### config.mk
export PLATFORM = sky130hd
export DESIGN_NAME = motion_alarm_controller
export DESIGN_NICKNAME = d
export VERILOG_FILES = /design/src/rtl/motion_pkg.sv /design/src/rtl/pir_debounce.sv /design/src/rtl/motion_alarm_controller.sv
export SDC_FILE = /design/constraint.sdc
export NUM_CORES = 1
export LEC_CHECK = 0
export ABC_CLOCK_PERIOD_IN_PS = 3300
export BUFFER_PORTS_ARGS = -buffer_cell sky130_fd_sc_hd__buf_4
export CAP_MARGIN = 25
export CORE_MARGIN = 3
export CORE_UTILIZATION = 51
export DETAILED_ROUTE_END_ITERATION = 8
export GPL_ROUTABILITY_DRIVEN = 1
export PLACE_DENSITY = 0.78
export SLEW_MARGIN = 25
export SYNTH_ARGS = -nofsm -noshare
export SYNTH_HDL_FRONTEND = slang
export SYNTH_SLANG_ARGS = --single-unit
### constraint.sdc
create_clock -name clk -period 3.3 [get_ports clk]
set_input_delay 0.165 -clock clk [delete_from_list [all_inputs] [get_ports clk]]
set_output_delay 0.165 -clock clk [all_outputs]
set_load 0.02 [all_outputs]
### src/rtl/motion_pkg.sv
// Shared widths and FSM state encoding for the three-zone PIR motion alarm.
package motion_pkg;

  localparam int NUM_SENSORS = 3;
  localparam int SENSOR_W    = 7;

  typedef enum logic [1:0] {
    DISARMED = 2'd0,
    ARMING   = 2'd1,
    ARMED    = 2'd2,
    ALARM    = 2'd3
  } state_t;

endpackage

### src/rtl/pir_debounce.sv
// Per-zone hit debouncer: counts consecutive hit scans, saturating at HIT_COUNT.
// fire marks the scan that completes the run, so the FSM can register it on the same edge.
module pir_debounce #(
  parameter int HIT_COUNT = 2
) (
  input  logic clk,
  input  logic rst_n,
  input  logic clear,
  input  logic sample_en,
  input  logic hit,
  output logic fire
);

  localparam int CNT_W = $clog2(HIT_COUNT + 1);
  localparam logic [CNT_W-1:0] CNT_MAX  = CNT_W'(HIT_COUNT);
  localparam logic [CNT_W-1:0] CNT_FIRE = CNT_W'(HIT_COUNT - 1);

  logic [CNT_W-1:0] r_cnt;

  // Saturated counters never re-fire, so a held reading triggers once.
  assign fire = sample_en & hit & ~clear & (r_cnt == CNT_FIRE);

  always_ff @(posedge clk) begin
    if (!rst_n) begin
      r_cnt <= '0;
    end else if (clear) begin
      r_cnt <= '0;
    end else if (sample_en) begin
      if (!hit) begin
        r_cnt <= '0;
      end else if (r_cnt != CNT_MAX) begin
        r_cnt <= r_cnt + CNT_W'(1);
      end
    end
  end

endmodule

### src/rtl/motion_alarm_controller.sv
// Three-zone PIR alarm sequencer: round-robin scan, threshold compare, per-zone
// debounce and the DISARMED/ARMING/ARMED/ALARM state machine. All outputs registered.
module motion_alarm_controller
  import motion_pkg::*;
#(
  parameter int THRESHOLD = 20,
  parameter int HIT_COUNT = 2,
  parameter int ARM_DELAY = 4
) (
  input  logic                clk,
  input  logic                rst_n,
  input  logic                turn,
  input  logic                stop_alarm,
  input  logic [SENSOR_W-1:0] pir_sensor_1,
  input  logic [SENSOR_W-1:0] pir_sensor_2,
  input  logic [SENSOR_W-1:0] pir_sensor_3,
  output logic                alarm,
  output logic                armed,
  output logic [2:0]          zone,
  output logic [1:0]          state
);

  localparam int ARM_W = (ARM_DELAY > 1) ? $clog2(ARM_DELAY) : 1;
  localparam logic [ARM_W-1:0]    ARM_LAST = ARM_W'(ARM_DELAY - 1);
  localparam logic [SENSOR_W-1:0] THR      = SENSOR_W'(THRESHOLD);

  state_t                r_state, w_state_nxt;
  logic [ARM_W-1:0]      r_arm_cnt, w_arm_nxt;
  logic [1:0]            r_scan_idx;
  logic [2:0]            r_zone, w_zone_nxt;
  logic                  r_alarm, w_alarm_nxt;
  logic                  r_armed;
  logic                  w_clear;
  logic [SENSOR_W-1:0]   w_sensor [NUM_SENSORS];
  logic [NUM_SENSORS-1:0] w_hit;
  logic [NUM_SENSORS-1:0] w_fire;

  assign w_sensor[0] = pir_sensor_1;
  assign w_sensor[1] = pir_sensor_2;
  assign w_sensor[2] = pir_sensor_3;

  // Counters only run while armed; any disarm or acknowledge wipes them.
  assign w_clear = (r_state == DISARMED) || (r_state == ARMING) || !turn ||
                   ((r_state == ALARM) && stop_alarm);

  for (genvar g = 0; g < NUM_SENSORS; g++) begin : g_zone
    assign w_hit[g] = (w_sensor[g] >= THR);

    pir_debounce #(
      .HIT_COUNT (HIT_COUNT)
    ) u_deb (
      .clk       (clk),
      .rst_n     (rst_n),
      .clear     (w_clear),
      .sample_en (r_scan_idx == 2'(g)),
      .hit       (w_hit[g]),
      .fire      (w_fire[g])
    );
  end

  always_ff @(posedge clk) begin
    if (!rst_n) begin
      r_scan_idx <= 2'd0;
    end else if (r_scan_idx == 2'd2) begin
      r_scan_idx <= 2'd0;
    end else begin
      r_scan_idx <= r_scan_idx + 2'd1;
    end
  end

  always_ff @(posedge clk) begin
    if (!rst_n) begin
      r_state   <= DISARMED;
      r_arm_cnt <= '0;
      r_zone    <= 3'b000;
      r_alarm   <= 1'b0;
      r_armed   <= 1'b0;
    end else begin
      r_state   <= w_state_nxt;
      r_arm_cnt <= w_arm_nxt;
      r_zone    <= w_zone_nxt;
      r_alarm   <= w_alarm_nxt;
      r_armed   <= (w_state_nxt == ARMED) || (w_state_nxt == ALARM);
    end
  end

  // Priority: disarm, then acknowledge, then fire.
  always_comb begin
    w_state_nxt = r_state;
    w_arm_nxt   = r_arm_cnt;
    w_zone_nxt  = r_zone;
    w_alarm_nxt = r_alarm;
    if (!turn) begin
      w_state_nxt = DISARMED;
      w_arm_nxt   = '0;
      w_zone_nxt  = 3'b000;
      w_alarm_nxt = 1'b0;
    end else begin
      case (r_state)
        DISARMED: begin
          w_state_nxt = ARMING;
          w_arm_nxt   = '0;
        end
        ARMING: begin
          if (r_arm_cnt == ARM_LAST) begin
            w_state_nxt = ARMED;
          end else begin
            w_arm_nxt = r_arm_cnt + ARM_W'(1);
          end
        end
        ARMED: begin
          if (|w_fire) begin
            w_state_nxt = ALARM;
            w_alarm_nxt = 1'b1;
            w_zone_nxt  = w_fire;
          end
        end
        ALARM: begin
          if (stop_alarm) begin
            w_state_nxt = ARMING;
            w_arm_nxt   = '0;
            w_zone_nxt  = 3'b000;
            w_alarm_nxt = 1'b0;
          end else begin
            w_zone_nxt = r_zone | w_fire;
          end
        end
      endcase
    end
  end

  assign state = r_state;
  assign alarm = r_alarm;
  assign armed = r_armed;
  assign zone  = r_zone;

endmodule

### Yosys cells after proc, flatten, opt, wreduce, memory -nomap -nowiden

Cells that the tools add are included.

| operators by class | value |
|---|---|
| $add $sub $neg | 5 |
| order comparisons | 3 |
| eq/ne operators | 20 |
| muxes and demuxes | 20 |
| bitwise operators | 12 |
| reductions and logical operators | 20 |

Operators by type and width:

| operator | number |
|---|---|
| 2-to-1 mux 2 bit | 12 |
| greater-or-equal comparator 7 x 5 -> 1 bit (second input constant) | 3 |
| != test 2 bit (second input constant) | 9 |
| equality test 2 bit (second input constant) | 6 |
| adder 2 x 1 -> 2 bit (second input constant) | 5 |
| equality test 2 x 1 -> 1 bit (second input constant) | 5 |
| AND reduction 2 bit | 5 |
| bitwise AND 1 bit | 9 |
| one-hot mux 2 bit (4 select lines) | 1 |
| 2-to-1 mux 3 bit | 2 |
| one-hot mux 2 bit (3 select lines) | 1 |
| one-hot mux 3 bit (2 select lines) | 1 |
| AND reduction 3 bit | 2 |
| zero test 2 bit | 2 |
| logical OR 1 bit | 4 |
| OR reduction 2 bit | 2 |
| OR 3 bit | 1 |
| nonzero test 3 bit | 1 |
| OR reduction 3 bit | 1 |
| 2-to-1 mux 1 bit | 2 |
| inverter 1 bit | 2 |
| one-hot mux 1 bit (2 select lines) | 1 |
| nonzero test 2 bit | 1 |
| logical AND 1 bit | 1 |
| zero test 1 bit | 1 |

| word-level totals | value |
|---|---|
| flip-flop bits (word level) | 17 |
| input port bits | 25 |
| output and inout bits | 7 |
| word-level logic and storage cells | 89 |

### Depth between registers and ports, before layout

Gate-level depths: netlist (run 1).

| depth | value |
|---|---|
| depth after elaboration | 13 |
| depth in mapped cells | 6 |

### Modules after synthesis

A second synthesis (run 1) with hierarchy kept.

| second synthesis, totals | value |
|---|---|
| cell total of the unflattened synthesis | 108 |
| area, all modules | 959.7 sq um |

By module, submodules not included:

| module | instances | cells each | area each (sq um) |
|---|---|---|---|
| motion_alarm_controller | 1 | 63 | 531.8 |
| pir_debounce | 3 | 15 | 142.6 |

### Worst setup path after synthesis (run 1)

OpenSTA, ideal clock, no wires.

| timing | value |
|---|---|
| path kind | register to register |
| from | reg r_scan_idx[0] |
| to | reg r_zone[0], in the netlist zone[0] |
| library setup time | 0.074 ns |
| arrival | 1.339 ns |
| required time | 3.226 ns |
| setup slack | 1.886 ns |
| cell stages (with the launch flop) | 7 |
| period minus slack after synthesis | 1.414 ns |
| cells stage by stage | dfxtp_1 > inv_1 > ha_1 > nand2_1 > a21oi_1 > or4_1 > a31oi_1 |

| on the way | value |
|---|---|
| cells in the longest elaborated chain, start to end | 7 |
| elaborated cells on any way between the ends | 19 |
| classes of those cells | eq/ne: 3; mux: 3; bitwise: 10; reduce/logical: 3 |

RTL lines:

| what | RTL line | text |
|---|---|---|
| start: declaration | motion_alarm_controller.sv:29 | `logic [1:0] r_scan_idx;` |
| start signal: assignment | motion_alarm_controller.sv:67 | `r_scan_idx <= r_scan_idx + 2'd1;` |
| equality test 2 x 1 -> 1 bit (tied with other cells) | motion_alarm_controller.sv:55 | `.sample_en (r_scan_idx == 2'(g)),` |
| bitwise AND 1 bit (3 in a row) | pir_debounce.sv:21 | `assign fire = sample_en & hit & ~clear & (r_cnt == CNT_FIRE);` |
| OR reduction 3 bit or OR 3 bit (tied branches) | motion_alarm_controller.sv:112, motion_alarm_controller.sv:125 |  |
| != test 2 bit (no source line) or 2-to-1 mux 3 bit (tied branches) | - |  |
| AND reduction 2 bit (no source line) or one-hot mux 3 bit (2 select lines) (tied branches) | - |  |
| end signal: assignment | motion_alarm_controller.sv:81 | `r_zone <= w_zone_nxt;` |
| end: declaration | motion_alarm_controller.sv:30 | `logic [2:0] r_zone, w_zone_nxt;` |

Several ways; a longest one is shown, not always the timed one. The select of a mux whose other input is x is not followed.
A chain may end at the register's enable or synchronous reset.

### Worst setup path after layout (run 1)

Same ends and word-level chain as after synthesis.

==> flow_metrics.env, run 1 <==
export IMPL_die_h_um=48.2
export IMPL_syn_inst=107
export IMPL_drive_gt1_share_pct=20.6
export IMPL_setup_viol=0
export IMPL_tightest_slew_ns=0.365
export IMPL_path_delay_family="simple AND/OR/NAND/NOR gates"
export IMPL_synth_main_ff_cell="dfxtp_1"
export IMPL_path_cells="inv_1 -> ha_1 -> nand2_1 -> a21oi_1 -> or4_1 -> a31oi_1"
export IMPL_tns_ns=0
export IMPL_synthArstFlopShare_pct=0
export IMPL_post_cts_repair_setup_buffers=0
export IMPL_areaGrowthSynthToFinish_pct=26.9
export IMPL_start_util_pct=57.0
export IMPL_track_usage_pct=18.3
export IMPL_place_area_mm2=0.00113
export IMPL_drv_cap=0
export IMPL_cpPeakStageDelay_ns=0.54
export IMPL_cts_buffers=3
export IMPL_cp_required_ns=3.52
export IMPL_cts_tree="built"
export IMPL_vdd_drop_max_v=0.000287
export IMPL_viasPerCell=5.37
export IMPL_drt_pass1_iter_count=4
export IMPL_die_w_um=48.2
export IMPL_dieArea_mm2=0.00232
export IMPL_period_minus_slack_ns=1.56
export IMPL_fill_cells=145
export IMPL_row_count=14
export IMPL_critPathArrivalTime_ns=1.78
export IMPL_cts_root_buf="clkbuf_4"
export IMPL_hold_path_class="input pin to register"
export IMPL_antennaDiodeCount=0
export IMPL_status="completed"
export IMPL_wire_per_inst_um=11.2
export IMPL_fin_hold_ws_ns=0.134
export IMPL_io_pin_count=32
export IMPL_slew_viol_final=0
export IMPL_grt_max_degree=10
export IMPL_yosysTopAreaCell="dfxtp_1"
export IMPL_p_per_area_mw_per_mm2=337
export IMPL_nNetsFinal=172
export IMPL_synth_edff_count=0
export IMPL_worstPathMaxFanout=5
export IMPL_cp_start_kind="register"
export IMPL_yosys_top_cells_area="dfxtp_1 37%, ha_1 14%, a21oi_1 5.5%"
export IMPL_final_hold_viol_count=0
export IMPL_cp_slowest_cell="or4_1"
export IMPL_final_area_mm2=0.00115
export IMPL_synth_warnings=0
export IMPL_syn_num_nets=142
export IMPL_clk_latency_ns=0.30
export IMPL_grt_overflow=0
export IMPL_crit_type="register to register"
export IMPL_ys_seq_area_share_pct=37.5
export IMPL_drt_wl_total_um=1800
export IMPL_ant_nets=0
export IMPL_synthDominantCellAreaShare_pct=37.5
export IMPL_yosysMostFrequentCell="dfxtp_1"
export IMPL_rsz0062_at_grt="false"
export IMPL_portBuffers=25
export IMPL_finalPower_mw=0.388
export IMPL_syn_area_per_cell_um2=8.49
export IMPL_place_congestion=0.680
export IMPL_fin_util_pct=72.3
export IMPL_cts_sinks=17
export IMPL_finalClockSkew_ns=0.00813
export IMPL_coreArea_mm2=0.00159
export IMPL_min_period_over_period_pct=47.2
export IMPL_ys_top_cells_by_count="17 x dfxtp_1, 12 x inv_1, 10 x a21oi_1, 10 x ha_1"
export IMPL_grt_pass1_wl_um=2980
export IMPL_ys_ff_latch=17
export IMPL_synth_distinct_cells=28
export IMPL_cp_end_kind="register"
export IMPL_drc=0
export IMPL_dp_hpwl_um=1470
export IMPL_fmax_mhz=642
export IMPL_maxSlewHeadroom_pct=75.6
export IMPL_ctsHoldBuffers=0
export IMPL_syn_cell_area_um2=908
export IMPL_vias=859
export IMPL_drt_iter0_drc=15
export IMPL_grt_pass1_vias=760
export IMPL_cp_num_buf_inv=1
export IMPL_antenna_found_initial=0
export IMPL_path_clk_slew_ns=0.10
export IMPL_p_leak_nw=0.491
export IMPL_htreeDepth=1
export IMPL_post_cts_resize_count=0
export IMPL_cts_path_max_buffers=2
-- per-layer routing --
metal,vias to the layer above,wire length [um],track usage (%)
met5,-,0,0
met4,0,32,9.68
met3,4,81,3.69
met2,25,826,28.6
met1,389,856,23.6
li1,441,-,-
-- where the power goes --
group / switching (mW) / internal (mW) / leakage, nW
clock network: 0.0663 / 0.0471 / 0.0150
logic: 0.0292 / 0.0304 / 0.338
registers: 0.00391 / 0.211 / 0.138
total: 0.0995 / 0.288 / 0.491
-- cell type report --
cell class	count	area [um2]	area share [%]
Tap cell	24	30.0	2.61
Sequential cell	17	340	29.5
Multi-Input combinational cell	78	523	45.4
Timing Repair Buffer	25	188	16.3
Clock buffer	4	26.3	2.28
Inverter	12	45.0	3.91
-- cells by family (layout without fill, tap and decap cells) --
kind of cell / count (synthesis) / count (layout) / share of synthesized area, %
AND/OR/NAND/NOR: 34 / 34 / 20.1
adder cells (fa/ha/maj): 10 / 10 / 13.8
AO/OA/AOI/OAI: 33 / 33 / 22.6
buffers and inverters: 12 / 41 / 4.96
flip-flops: 17 / 17 / 37.5
multiplexers: 1 / 1 / 1.10
-- flip-flops by register name, summed over array words and instances (netlist names) --
register and flops:
state 2, r_arm_cnt 2, g_zone.u_deb.r_cnt 6, r_scan_idx 2, armed 1, alarm 1
zone 3
-- cell usage in the layout, fill, tap and decap left out, types with 3 or more instances in the layout --
master	synthesis	layout
nand2_1	9	9
o21ai_0	9	9
nor2b_1	3	3
buf_4	0	25
clkbuf_4	0	3
or4_1	5	5
inv_1	12	12
dfxtp_1	17	17
nor2_1	5	5
ha_1	10	10
a21oi_1	10	10
and2_1	3	3
-- path summary, 6_finish.rpt --
kind,slack (ns),cells after the start,end,from
min,0.13,2,r_scan_idx[1]$_SDFF_PP0_,rst_n
min reg2reg,0.47,2,alarm$_SDFFE_PN0P_,alarm$_SDFFE_PN0P_
max,1.74,6,zone[0]$_SDFFE_PN0P_,r_scan_idx[0]$_SDFF_PP0_
max reg2reg,1.74,6,zone[0]$_SDFFE_PN0P_,r_scan_idx[0]$_SDFF_PP0_
-- per-stage QoR --
step	instances	setup slack, ns
floorplan	107	1.89
global placement	156	1.82
detailed placement	156	1.77
CTS	160	1.74
global route	160	1.64
finish	160	1.74
No activity file was read; power rests on OpenSTA's default activity.
==> run 2: changes to the inputs <==
ABC_CLOCK_PERIOD_IN_PS = 1350   (was 3300)
CORE_UTILIZATION = 43   (was 51)
PLACE_DENSITY = 0.7   (was 0.78)
clock period = 1.35 ns   (was 3.3 ns; I/O delays follow)
==> run 2 against run 1 <==
Against the previous run:
- the run now ends with setup timing left
- worst hold slack lost 0.084 ns
- combinational power rose to 3.6 times the previous value
- register-to-register slack lost 1.8 ns
- cell area rose by 13%
- sequential cell count unchanged
- core utilization fell by 6.6 points
- die area increased by 16%
- total power increased to 2.6 times the previous value
- fmax grew 13%
- sequential share of layout area decreased by 2.7 points
- cell count increased by 5.6%
- setup slack worse by 1.8 ns
- critical path type unchanged
- largest power group unchanged
==> flow_metrics.env, run 2 (synthesis gave the netlist of run 1 again) <==
export IMPL_place_congestion=0.784
export IMPL_crit_type="register to register"
export IMPL_cts_path_max_buffers=2
export IMPL_violations="setup timing"
export IMPL_ant_nets=0
export IMPL_regMostFlops="g_zone.u_deb.r_cnt"
export IMPL_reg2regPathDepth=6
export IMPL_final_common_cell="buf_4"
export IMPL_r2r_start="r_scan_idx[1]$_SDFF_PP0_"
export IMPL_htreeDepth=1
export IMPL_cts_root_buf="clkbuf_4"
export IMPL_io_pin_count=32
export IMPL_fill_cells=163
export IMPL_antennaDiodeCount=0
export IMPL_min_path_cells=2
export IMPL_hold_path_class="input pin to register"
export IMPL_cts_sinks=17
export IMPL_grt_pass1_vias=837
export IMPL_cp_required_ns=1.56
export IMPL_ctsHoldBuffers=0
export IMPL_cp_end_kind="register"
export IMPL_dpl_cell_count=164
export IMPL_hold_end="r_scan_idx[1]$_SDFF_PP0_"
export IMPL_final_hold_viol_count=0
export IMPL_slew_viol_final=0
export IMPL_cts_tree="built"
export IMPL_wire_per_inst_um=11.7
export IMPL_nNetsFinal=178
export IMPL_cpPeakStageDelay_ns=0.50
export IMPL_drive_gt1_share_pct=42.3
export IMPL_min_period_over_period_pct=102
export IMPL_hp_start="rst_n"
export IMPL_period_minus_slack_ns=1.38
export IMPL_dieArea_mm2=0.00270
export IMPL_finalClockSkew_ns=0.00304
export IMPL_drv_cap=0
export IMPL_portBuffers=25
export IMPL_cp_start_kind="register"
export IMPL_drt_pass1_iter_count=4
export IMPL_coreArea_mm2=0.00198
export IMPL_drt_wl_total_um=1980
export IMPL_start_util_pct=45.8
export IMPL_status="complete, but fails checks"
export IMPL_reg2reg_to="zone[0]$_SDFFE_PN0P_"
export IMPL_fmax_mhz=723
export IMPL_path_cells="inv_2 -> ha_4 -> nand2_4 -> a21oi_4 -> or4_1 -> a31oi_1"
export IMPL_areaGrowthSynthToFinish_pct=43.4
export IMPL_tightest_slew_ns=0.339
export IMPL_cp_slowest_cell="or4_1"
export IMPL_die_w_um=52.0
export IMPL_vdd_drop_max_v=0.000505
export IMPL_clk_latency_ns=0.28
export IMPL_grt_max_degree=10
export IMPL_drc=0
export IMPL_pre_cts_ws_ns=-0.110
export IMPL_path_clk_slew_ns=0.09
export IMPL_worst_slack_ns=-0.0325
export IMPL_vias=913
export IMPL_critPathLaunch="r_scan_idx[1]$_SDFF_PP0_"
export IMPL_row_count=16
export IMPL_final_cells=169
export IMPL_grt_overflow=0
export IMPL_cts_buffers=3
export IMPL_worstPathMaxFanout=2
export IMPL_p_per_area_mw_per_mm2=778
export IMPL_die_h_um=52.0
export IMPL_grt_pass1_wl_um=3150
export IMPL_setup_viol=5
export IMPL_mostFrequentLayoutCells="31 x buf_4, 10 x dfxtp_1, 9 x inv_1, 9 x o21ai_0"
export IMPL_largest_register_ffs=6
export IMPL_dp_hpwl_um=1600
export IMPL_maxSlewHeadroom_pct=77.3
export IMPL_track_usage_pct=15.4
export IMPL_finalPower_mw=1.01
export IMPL_p_leak_nw=0.531
export IMPL_viasPerCell=5.40
export IMPL_critPathArrivalTime_ns=1.60
export IMPL_rsz0062_at_grt="true"
export IMPL_drt_iter0_drc=12
export IMPL_reg2reg_setup_slack_ns=-0.03
export IMPL_antenna_found_initial=0
-- run 2: cell count changes in the layout (fill, tap and decap cells not counted), sizes merged --
cell and delta:
buf +6
-- run 2: metrics by stage --
stage	hold WS [ns]	TNS [ns]	instance area, um2	utilization, %
floorplan	0.220	0	911	-
CTS	0.0506	-0.244	1260	63.4
global placement	0.350	-0.188	1170	59.0
detailed placement	0.349	-0.544	1170	59.0
finish	0.0501	-0.0782	1300	65.7
global route	0.0542	-0.570	1300	65.7
-- run 2: power breakdown --
| group | switching, mW | internal, mW |
|---|---|---|
| registers | 0.0141 | 0.518 |
| clock network | 0.152 | 0.115 |
| logic | 0.100 | 0.114 |
| total | 0.266 | 0.747 |
-- run 2: worst max-delay path: cells and delay by family (launching register included) --
| family | cells | cell delay, ns |
|---|---|---|
| buffers and inverters | 1 | 0.06 |
| DFF | 1 | 0.37 |
| adders and majority gates | 1 | 0.16 |
| and+or+nand+nor | 2 | 0.56 |
| AOI/OAI and AO/OA | 2 | 0.17 |
-- run 2: how the worst max path moves through the flow --
stage / endpoint / slack (ns) / cells after the start
floorplan: zone[0]$_SDFFE_PN0P_ / 0.007 / 6
global placement: zone[0]$_SDFFE_PN0P_ / -0.07 / 6
detailed placement: zone[0]$_SDFFE_PN0P_ / -0.11 / 6
CTS: zone[0]$_SDFFE_PN0P_ / -0.09 / 6
global route: zone[0]$_SDFFE_PN0P_ / -0.14 / 6
finish: zone[0]$_SDFFE_PN0P_ / -0.03 / 6
-- run 2: cell type report --
| cell class | count | area, um2 | share of cell area (%) |
|---|---|---|---|
| clock buffers | 4 | 26.3 | 2.02 |
| flip-flops and latches | 17 | 349 | 26.8 |
| multi-input cells | 78 | 613 | 47.1 |
| well taps | 27 | 33.8 | 2.59 |
| inverters | 12 | 47.5 | 3.65 |
| repair buffers | 31 | 233 | 17.9 |
-- run 2: routing by layer --
layer | wire length, um | vias up | global-route usage (%)
met5 | 0 | - | 0
met3 | 92 | 4 | 3.44
met4 | 34 | 0 | 5.68
li1 | - | 452 | -
met1 | 804 | 434 | 16.0
met2 | 1050 | 23 | 29.5
-- run 2: repair_timing --
action | CTS | global route
hold endpoints to repair | 0 | 0
endpoints found under the setup margin | 9 | 12
setup buffers | 1 | 0
pin swaps | 8 | 8
resized for setup | 18 | 12
==> run 3: changes to the inputs <==
CORE_ASPECT_RATIO = 1.4   (was default)
PLACE_DENSITY = 0.73   (was 0.7)
==> run 3 against run 2 <==
Against the previous run:
- the run still ends with setup timing left
- register-to-register slack worse by 0.08 ns
- total power down 0.62%
- first-iteration DRC count down 17%
- sequential power about the same
- core utilization up 2.3 points
- clock-buffer cell count down 1
- largest cell class unchanged
- largest power group unchanged
==> flow_metrics.env, run 3 (synthesis gave the netlist of run 1 again) <==
export IMPL_drt_pass1_iter_count=4
export IMPL_dp_hpwl_um=1690
export IMPL_drt_iter0_drc=10
export IMPL_cts_root_buf="clkbuf_4"
export IMPL_worstPathMaxFanout=3
export IMPL_ant_nets=0
export IMPL_ctsHoldBuffers=0
export IMPL_track_usage_pct=16.8
export IMPL_worst_slack_ns=-0.111
export IMPL_min_period_over_period_pct=108
export IMPL_row_count=19
export IMPL_path_cells="inv_2 -> ha_4 -> nand2_4 -> a21oi_4 -> or4_1 -> a31oi_1"
export IMPL_multi_input_area_um2=632
export IMPL_vdd_drop_max_v=0.000706
export IMPL_min_path_cells=2
export IMPL_drc=0
export IMPL_drive_gt1_share_pct=45.2
export IMPL_areaGrowthSynthToFinish_pct=47.7
export IMPL_finalPower_mw=1.01
export IMPL_final_common_cell="buf_4"
export IMPL_setup_viol=7
export IMPL_rsz0062_at_grt="true"
export IMPL_violations="setup timing"
export IMPL_clk_latency_ns=0.29
export IMPL_path_clk_slew_ns=0.10
export IMPL_dr_wl_met2_um=1330
export IMPL_finalClockSkew_ns=0.00365
export IMPL_die_h_um=60.4
export IMPL_final_cells=167
export IMPL_mostFrequentLayoutCells="35 x buf_4, 11 x dfxtp_1, 9 x o21ai_0, 8 x inv_1, 7 x nand2_1"
export IMPL_reg2regPathDepth=6
export IMPL_cts_buffers=3
export IMPL_drt_wl_total_um=2300
export IMPL_r2r_start="r_scan_idx[0]$_SDFF_PP0_"
export IMPL_crit_type="register to register"
export IMPL_antenna_found_initial=0
export IMPL_hold_end="r_scan_idx[0]$_SDFF_PP0_"
export IMPL_grt_pass1_vias=895
export IMPL_htreeDepth=1
export IMPL_fin_util_pct=68.0
export IMPL_tightest_slew_ns=0.507
export IMPL_die_w_um=44.8
export IMPL_grt_overflow=0
export IMPL_largest_register_ffs=6
export IMPL_reg2reg_to="zone[0]$_SDFFE_PN0P_"
export IMPL_grt_pass1_wl_um=3440
export IMPL_hp_start="rst_n"
export IMPL_dieArea_mm2=0.00271
export IMPL_slew_viol_final=0
export IMPL_period_minus_slack_ns=1.46
export IMPL_nNetsFinal=182
export IMPL_cpPeakStageDelay_ns=0.54
export IMPL_top_layer="met4"
export IMPL_fill_cells=160
export IMPL_drv_cap=0
export IMPL_maxSlewHeadroom_pct=65.9
export IMPL_antennaDiodeCount=0
export IMPL_cp_end_kind="register"
export IMPL_io_pin_count=32
export IMPL_cp_slowest_cell="or4_1"
export IMPL_coreArea_mm2=0.00197
export IMPL_start_util_pct=46.0
export IMPL_wire_per_inst_um=13.7
export IMPL_cp_required_ns=1.56
export IMPL_critPathArrivalTime_ns=1.67
export IMPL_cts_sinks=17
export IMPL_wl_met1_um=834
export IMPL_grt_max_degree=11
export IMPL_viasPerCell=5.54
export IMPL_seq_area_um2=348
export IMPL_reg2reg_setup_slack_ns=-0.11
export IMPL_dpl_cell_count=157
export IMPL_cts_path_max_buffers=2
export IMPL_cp_start_kind="register"
export IMPL_regMostFlops="g_zone.u_deb.r_cnt"
export IMPL_final_hold_viol_count=0
export IMPL_portBuffers=25
export IMPL_vias=926
export IMPL_route_met3_wl_um=89
export IMPL_fmax_mhz=685
export IMPL_p_per_area_mw_per_mm2=751
export IMPL_cts_tree="built"
export IMPL_hold_path_class="input pin to register"
export IMPL_fin_hold_ws_ns=0.0496
export IMPL_status="complete, but fails checks"
export IMPL_place_congestion=0.737
export IMPL_p_leak_nw=0.563
run 3: area by class of cell:
cell class              instances  share of cell area, %
flip-flops and latches         17                   25.9
multi-input cells              78                   47.1
inverters                      12                   3.36
repair buffers                 35                   19.6
well taps                      21                   1.96
clock buffers                   3                   1.68
clock inverters                 1                  0.373
run 3: routing by layer:
| metal | global-route usage, % | up-vias |
|---|---|---|
| li1 | - | 458 |
| met1 | 16.8 | 440 |
| met2 | 33.5 | 21 |
| met3 | 2.67 | 7 |
| met4 | 6.28 | 0 |
| met5 | 0 | - |
run 3: how the worst max path moves through the flow:
stage	cells after the start	start	endpoint
floorplan	6	r_scan_idx[0]$_SDFF_PP0_	zone[0]$_SDFFE_PN0P_
global placement	6	r_scan_idx[0]$_SDFF_PP0_	zone[2]$_SDFFE_PN0P_
detailed placement	6	r_scan_idx[0]$_SDFF_PP0_	zone[0]$_SDFFE_PN0P_
CTS	6	r_scan_idx[1]$_SDFF_PP0_	zone[0]$_SDFFE_PN0P_
global route	5	r_scan_idx[1]$_SDFF_PP0_	zone[0]$_SDFFE_PN0P_
finish	6	r_scan_idx[0]$_SDFF_PP0_	zone[0]$_SDFFE_PN0P_
run 3: worst max-delay path, delay by kind of cell (launching register included):
| family | cells | cell delay, ns |
|---|---|---|
| adders and majority gates | 1 | 0.16 |
| and+or+nand+nor | 2 | 0.60 |
| DFF | 1 | 0.35 |
| AOI/OAI and AO/OA | 2 | 0.21 |
| buffers and inverters | 1 | 0.06 |
run 3: stage by stage:
stage	setup slack (ns)	TNS, ns	instance area [um2]
2_1_floorplan	0.00734	0	911
3_3_place_gp	-0.129	-0.465	1150
3_5_place_dp	-0.147	-0.759	1150
4_1_cts	-0.144	-0.209	1270
5_1_grt	-0.209	-1.10	1340
6_report	-0.111	-0.415	1340
run 3: where the power goes:
part / leakage, nW / internal, mW / switching (mW)
combinational: 0.405 / 0.104 / 0.0973
clock: 0.0177 / 0.110 / 0.165
sequential: 0.140 / 0.518 / 0.0132
total: 0.563 / 0.732 / 0.275
run 3: what timing repair did:
action,CTS,global route
setup endpoints to repair,9,10
setup buffers,4,2
pin swaps,12,10
resized for setup,16,16
